## src/rtl/alu_cmd_issuer.sv

```systemverilog
// Command FIFO feeding a fixed-latency ALU; issues one command at a time,
// waits ALU_LAT cycles, and holds the captured result until the consumer takes it.
module alu_cmd_issuer #(
  parameter int unsigned DEPTH   = 4,
  parameter int unsigned ALU_LAT = 1
) (
  input  logic                     clk,
  input  logic                     rst_n,
  input  logic                     cmd_valid,
  output logic                     cmd_ready,
  input  logic [7:0]               cmd_a,
  input  logic [7:0]               cmd_b,
  input  logic [3:0]               cmd_s,
  output logic [7:0]               alu_a,
  output logic [7:0]               alu_b,
  output logic [3:0]               alu_s,
  input  logic [15:0]              alu_out,
  output logic                     rsp_valid,
  input  logic                     rsp_ready,
  output logic [15:0]              rsp_data,
  output logic [3:0]               rsp_s,
  output logic [$clog2(DEPTH):0]   count
);

  localparam int unsigned AW = $clog2(DEPTH);
  localparam int unsigned CW = AW + 1;
  localparam int unsigned LW = 2;

  typedef struct packed {
    logic [7:0] a;
    logic [7:0] b;
    logic [3:0] s;
  } cmd_t;

  typedef enum logic [1:0] {IDLE, WAIT, HOLD} state_t;

  state_t          state;
  cmd_t            mem [DEPTH];
  cmd_t            head_c;
  logic [AW-1:0]   wr_ptr;
  logic [AW-1:0]   rd_ptr;
  logic [LW-1:0]   wait_cnt;
  logic            push_c;
  logic            pop_c;
  logic [CW-1:0]   count_nxt_c;

  assign head_c = mem[rd_ptr];
  assign push_c = cmd_valid && cmd_ready;
  // Only an idle issuer pops; a full FIFO never accepts on the freeing edge.
  assign pop_c  = (state == IDLE) && (count != '0);

  always_comb begin
    count_nxt_c = count + CW'(push_c) - CW'(pop_c);
  end

  // Storage carries no reset; validity is tracked by the pointers and count.
  always_ff @(posedge clk) begin
    if (push_c) begin
      mem[wr_ptr] <= {cmd_a, cmd_b, cmd_s};
    end
  end

  always_ff @(posedge clk or negedge rst_n) begin
    if (!rst_n) begin
      wr_ptr    <= '0;
      rd_ptr    <= '0;
      count     <= '0;
      cmd_ready <= 1'b1;
    end else begin
      if (push_c) wr_ptr <= wr_ptr + AW'(1);
      if (pop_c)  rd_ptr <= rd_ptr + AW'(1);
      count     <= count_nxt_c;
      cmd_ready <= (count_nxt_c < CW'(DEPTH));
    end
  end

  // Issue / wait / hold sequencer with registered ALU and response outputs.
  always_ff @(posedge clk or negedge rst_n) begin
    if (!rst_n) begin
      state     <= IDLE;
      wait_cnt  <= '0;
      alu_a     <= '0;
      alu_b     <= '0;
      alu_s     <= '0;
      rsp_valid <= 1'b0;
      rsp_data  <= '0;
      rsp_s     <= '0;
    end else begin
      case (state)
        IDLE: begin
          if (pop_c) begin
            alu_a    <= head_c.a;
            alu_b    <= head_c.b;
            alu_s    <= head_c.s;
            rsp_s    <= head_c.s;
            wait_cnt <= LW'(ALU_LAT);
            state    <= WAIT;
          end
        end
        WAIT: begin
          if (wait_cnt == LW'(1)) begin
            rsp_data  <= alu_out;
            rsp_valid <= 1'b1;
            state     <= HOLD;
          end else begin
            wait_cnt <= wait_cnt - LW'(1);
          end
        end
        HOLD: begin
          if (rsp_ready) begin
            rsp_valid <= 1'b0;
            state     <= IDLE;
          end
        end
        default: state <= IDLE;
      endcase
    end
  end

endmodule

```

## config.mk

```make
export PLATFORM = sky130hd
export DESIGN_NAME = alu_cmd_issuer
export DESIGN_NICKNAME = d
export VERILOG_FILES = /design/src/rtl/alu_cmd_issuer.sv
export SDC_FILE = /design/constraint.sdc
export NUM_CORES = 1
export LEC_CHECK = 0
export ABC_AREA = 0
export CORE_AREA = 2 2 103 105
export CTS_BUF_LIST = sky130_fd_sc_hd__clkbuf_2 sky130_fd_sc_hd__clkbuf_4 sky130_fd_sc_hd__clkbuf_8
export DETAILED_ROUTE_END_ITERATION = 8
export DIE_AREA = 0 0 105 107
export HOLD_SLACK_MARGIN = 0.02
export PLACE_DENSITY = 0.75
export SYNTH_ARGS = -nofsm -noshare
export SYNTH_HDL_FRONTEND = slang
export SYNTH_SLANG_ARGS = --single-unit
```

## constraint.sdc

```tcl
create_clock -name clk -period 7.9 [get_ports clk]
set_clock_uncertainty 0.05 [all_clocks]
set_input_delay 0.79 -clock clk [delete_from_list [all_inputs] [get_ports clk]]
set_output_delay 0.79 -clock clk [all_outputs]
set_load 0.02 [all_outputs]
```

== Yosys cells after proc, flatten, opt, wreduce, memory -nomap -nowiden ==
Memory sizes are Yosys's and may differ from the RTL's. A register that Yosys moved wholly into a read port is not among the register bits.
Cells that the tools add are included.

* Register bits after elaboration: 29
* Memory bits (writable): 80
* Input bits: 40
* Output and inout bits: 45
* Logic and storage cells: 45
* Memories: 1

* Add/subtract/negate cells: 5
* Order comparisons: 1
* Equality and inequality tests: 7
* Muxes and demuxes: 11
* Reductions and logical operators: 12

{| class="wikitable"
|+ Memories
! memory !! depth !! bits a word !! read ports !! clocked after Yosys merged registers in !! wr ports !! RTL line !! source
|-
| mem || 4 || 20 || 1 || 1 || 1 || 38 || <nowiki>cmd_t mem [DEPTH];</nowiki>
|}

{| class="wikitable"
|+ Operators by type and width
! kind !! count
|-
| $reduce_and A3 Y1 || 3
|-
| $mux W2 || 4
|-
| $ne A2 B2 Y1 const B || 4
|-
| $pmux W2 S3 || 1
|-
| $add A2 B1 Y2 const B || 2
|-
| $eq A2 B1 Y1 const B || 2
|-
| $mux W1 || 4
|-
| $pmux W2 S2 || 1
|-
| $reduce_and A2 Y1 || 2
|-
| $reduce_bool A2 Y1 || 2
|-
| $add A3 B1 Y3 || 1
|-
| $lt A3 B3 Y1 const B || 1
|-
| $reduce_bool A3 Y1 || 1
|-
| $sub A3 B1 Y3 || 1
|-
| $eq A2 B2 Y1 const B || 1
|-
| $logic_and A1 B1 Y1 || 2
|-
| $logic_not A2 Y1 || 1
|-
| $pmux W1 S2 || 1
|-
| $sub A2 B1 Y2 const B || 1
|-
| $logic_not A1 Y1 || 1
|}

== Depth between registers and ports, before layout ==
* Word-level depth: 4
* Mapped depth: 13
* Gate-level depth less buffers: 11

== Worst setup path before layout ==
Ideal clock, no wire load.

* Path kind: register to register
* Start: register count[1]
* End: register count[2]
* Setup time: 121 ps
* Arrival time: 2453 ps
* Data required time: 7729 ps
* Setup slack: 5276 ps
* Stages on the path, launching flop included: 14
* Path buffers: 2
* Clock period less this slack: 2624 ps
* Cells stage by stage: dfrtp_1 nor3_1 or3_1 buf_6 buf_6 inv_1 ha_1 inv_1 ha_1 inv_1 fa_1 xnor2_1 xor2_1 inv_1

* Word-level cells in the longest chain between the ends: 3
* Elaborated cells on any way between the ends: 4
* Classes of those cells: add/sub (2); reduce/logical (2)

{| class="wikitable"
|+ Ends and longest elaborated chain
! item !! RTL line !! source
|-
| from (decl) || 22 || <nowiki>output logic [$clog2(DEPTH):0] count</nowiki>
|-
| from (signal assigned) || 72 || <nowiki>count <= count_nxt_c;</nowiki>
|-
| $reduce_bool A3 Y1 || 50 || <nowiki>assign pop_c = (state == IDLE) && (count != '0);</nowiki>
|-
| $logic_and A1 B1 Y1 || 50 ||
|-
| net pop_c || 44 || <nowiki>logic pop_c;</nowiki>
|-
| $sub A3 B1 Y3 || 53 || <nowiki>count_nxt_c = count + CW'(push_c) - CW'(pop_c);</nowiki>
|-
| net count_nxt_c[2] || 45 || <nowiki>logic [CW-1:0] count_nxt_c;</nowiki>
|}

The timed path passes the listed nets, and every way through them passes these cells.
A chain may end at the register's enable or synchronous reset.

== Final worst setup path ==
Ends and elaborated chain as after synthesis.

==> results.json <==
{
  "status": "complete, no violations",
  "slowest_delay_ps": 660,
  "synth_area_sq_um": 4960,
  "htreeDepth": 4,
  "crit_path_start": "count[1]",
  "dp_worst_setup_slack_ps": 4870,
  "synthArstFlopShare": 0.380,
  "yosysSeqAreaShare": 0.731,
  "fmax_ghz": 0.336,
  "slew_headroom": 0.274,
  "synth.area.top_cells": "edfxtp_1 48%, dfrtp_1 24%, mux4_2 9.1%, mux2_2 5.0%, mux2_4 4.5%",
  "port_buffers": 84,
  "final-setup-viol-count": 0,
  "min_from": "count[2]",
  "ir_drop_mv": 0.209,
  "cts_made_buffers": 17,
  "grt_max_degree": 50,
  "synth_top_family_by_area": "multiplexers",
  "synth_top_area_share": 0.484,
  "syn-instance-count": 242,
  "path_buf_inv": 4,
  "drv_cap": 0,
  "cp_max_fo": 25,
  "io_pins": 85,
  "syn_to_final_growth_pct": 26.7,
  "yosys_most_used_dff": "edfxtp_1",
  "core_sq_um": 10100,
  "dp_hpwl_mm": 5.22,
  "power_density_nw_per_um2": 416,
  "grt_pass1_wl_mm": 13.3,
  "yosysUniqueCellTypes": 28,
  "dieHeight_um": 107,
  "yosysWarningCount": 0,
  "clock_sinks": 129,
  "hold_class": "reg -> reg",
  "yosys.area.top_type": "edfxtp_1",
  "rows": 37,
  "path_cells": "nor3_1 -> or3_2 -> inv_1 -> ha_1 -> inv_1 -> ha_1 -> inv_1 -> fa_1 -> xnor2_1 -> xor2_1 -> inv_1",
  "synth_seq_cells": 129,
  "setup-tns-final_ps": 0,
  "insertion_delay_ps": 430,
  "antennaDiodeCount": 0,
  "synth_mux_area_frac": 0.186,
  "vias": 2428,
  "regToRegStartpoint": "count[1]",
  "grt_pass1_vias": 2519,
  "cp-end-kind": "flip-flop",
  "cts_root_buffer": "clkbuf_8",
  "syn_nets": 290,
  "synth_compound_area_frac": 0.00681,
  "ys_top_cells_by_count": "80 x edfxtp_1, 48 x dfrtp_1, 22 x mux2_2",
  "nFillCells": 765,
  "ctsResizeCount": 0,
  "drive_gt1_frac": 0.269,
  "synth_edf_count": 80,
  "min_period_over_period": 0.377,
  "drtIter0Drc": 74,
  "report.final.slew_viol_count": 0,
  "fin_nets": 381,
  "gp_congestion": 0.672,
  "critPathLaunchType": "flip-flop",
  "synth.avg_cell_area_sq_um": 20.5,
  "yosys.area_share.simple": 0.0179,
  "grt-ovfl-total": 0,
  "cpMostUsedCell": "inv_1",
  "path_clk_slew_ps": 80,
  "initial_core_util": 0.492,
  "die-area_sq_um": 11200,
  "viasPerCell": 5.04,
  "rsz0062_at_grt": "false",
  "fin_ws_ps": 4920,
  "critPathTopFamily": "simple AND/OR/NAND/NOR gates",
  "worst_ep_arrival_time_ps": 3250,
  "postCtsHoldBufs": 0,
  "hold_viol": 0,
  "required_ps": 8170,
  "synth_xor_area_frac": 0.00882,
  "drc_errors": 0,
  "routedWlPerCell_um": 17.3,
  "wl_mm": 8.36,
  "detail-route-antenna-nets": 0,
  "period_minus_slack_ps": 2980,
  "die_x_um": 105,
  "path_class": "reg -> reg",
  "yosysMostFrequentCell": "edfxtp_1",
  "cellLeakagePower_nw": 2.35,
  "tightest_slew_ps": 1090,
  "antenna_found_initial": 0,
  "grtUsageTotal": 0.159,
  "firstDrtPassIters": 4,
  "post_cts_buffers": 0,
  "cp_slowest_cell": "or3_2",
  "synth_adder_area_share": 0.0217,
  "cts_buffer_depth": 2,
  "cts_tree": "built"
}
-- sequential cells by signal, indices dropped and copies added, names as in the netlist --
signal	count
mem	80
rsp_data	16
alu_a	8
alu_b	8
rsp_s	4
count	3
rd_ptr	2
state	2
wait_cnt	2
wr_ptr	2
cmd_ready	1
rsp_valid	1
-- cell usage in the layout, fill, tap and decap left out, drive strengths merged --
| master | synthesis | routed |
|---|---|---|
| clkbuf | 2 | 17 |
| nor3 | 1 | 1 |
| or3 | 1 | 1 |
| nor2 | 2 | 2 |
| buf | 10 | 1 |
| o21ai | 3 | 3 |
| dfrtp | 48 | 48 |
| mux4 | 20 | 20 |
| clkinvlp | 0 | 4 |
| xor2 | 1 | 1 |
| and2 | 1 | 1 |
| a22o | 1 | 1 |
| nor3b | 1 | 1 |
| and3 | 4 | 4 |
| nand2 | 2 | 2 |
| a21oi | 2 | 2 |
| ha | 7 | 7 |
| nand2b | 1 | 1 |
| fa | 1 | 1 |
| bufinv | 0 | 3 |
| clkinv | 0 | 5 |
| edfxtp | 80 | 80 |
| inv | 10 | 13 |
| dfstp | 1 | 1 |
| mux2 | 37 | 37 |
| xnor2 | 4 | 4 |
| nand3b | 1 | 1 |
| or4b | 1 | 1 |
| clkdlybuf4s50 | 0 | 83 |
-- routing by layer --
layer	GRT usage	routed length [um]	vias up
met5	0	0	-
met4	0.0514	89	0
met3	0.0578	432	12
met2	0.268	4220	83
met1	0.193	3620	1227
li1	-	-	1106
-- power breakdown --
part / internal [mW] / switching [mW] / total, mW / leakage, nW
registers: 0.920 / 0.150 / 1.07 / 1.30
logic: 0.553 / 0.411 / 0.964 / 0.851
clock network: 0.315 / 0.265 / 0.579 / 0.199
-- worst paths after layout --
check / endpoint / slack (ps) / depth (start not counted)
max: count[2] / 4920 / 11
max reg2reg: count[2] / 4920 / 11
min in group asynchronous: rsp_data[7] / 520 / 1
min reg2reg: cmd_ready / 440 / 1
max in group asynchronous: rd_ptr[0] / 6550 / 1
min: cmd_ready / 440 / 1
-- cell type report --
cell class	count	area (sq um)	area share
clock buffer	17	234	0.0372
clock inverter	15	183	0.0290
inverter	10	37.5	0.00597
multi-input combinational	91	1200	0.191
sequential	129	3630	0.577
tap	136	170	0.0271
timing repair buffer	84	836	0.133
-- stage by stage --
stage               hold WS, ps  area [sq um]  total power [mW]   util  cells
floorplan                   444          4960              1.72      -    242
global placement            415          5870              2.03  0.582    450
detailed placement          434          5870              2.07  0.582    450
CTS                         447          6290              2.65  0.623    482
global route                469          6290              2.75  0.623    482
finish                      441          6290              2.61  0.623    482
-- cells by family (layout without fill, tap and decap cells) --
logic type                 count (synthesis)  in the layout
DFF                                      129            129
xor gates and xnor gates                   5              5
and+or+nand+nor                           15             15
muxes                                     57             57
buffers and inverters                     22            126
adders and majority gates                  8              8
AOI/OAI and AO/OA                          6              6
-- worst register-to-register path, cell delays in order (launching register included) --
cell	delay, ps
dfrtp_1	440
nor3_1	260
or3_2	660
inv_1	100
ha_1	290
inv_1	60
ha_1	120
inv_1	50
fa_1	400
xnor2_1	170
xor2_1	210
inv_1	70
Power figures use the tool's default switching activity.
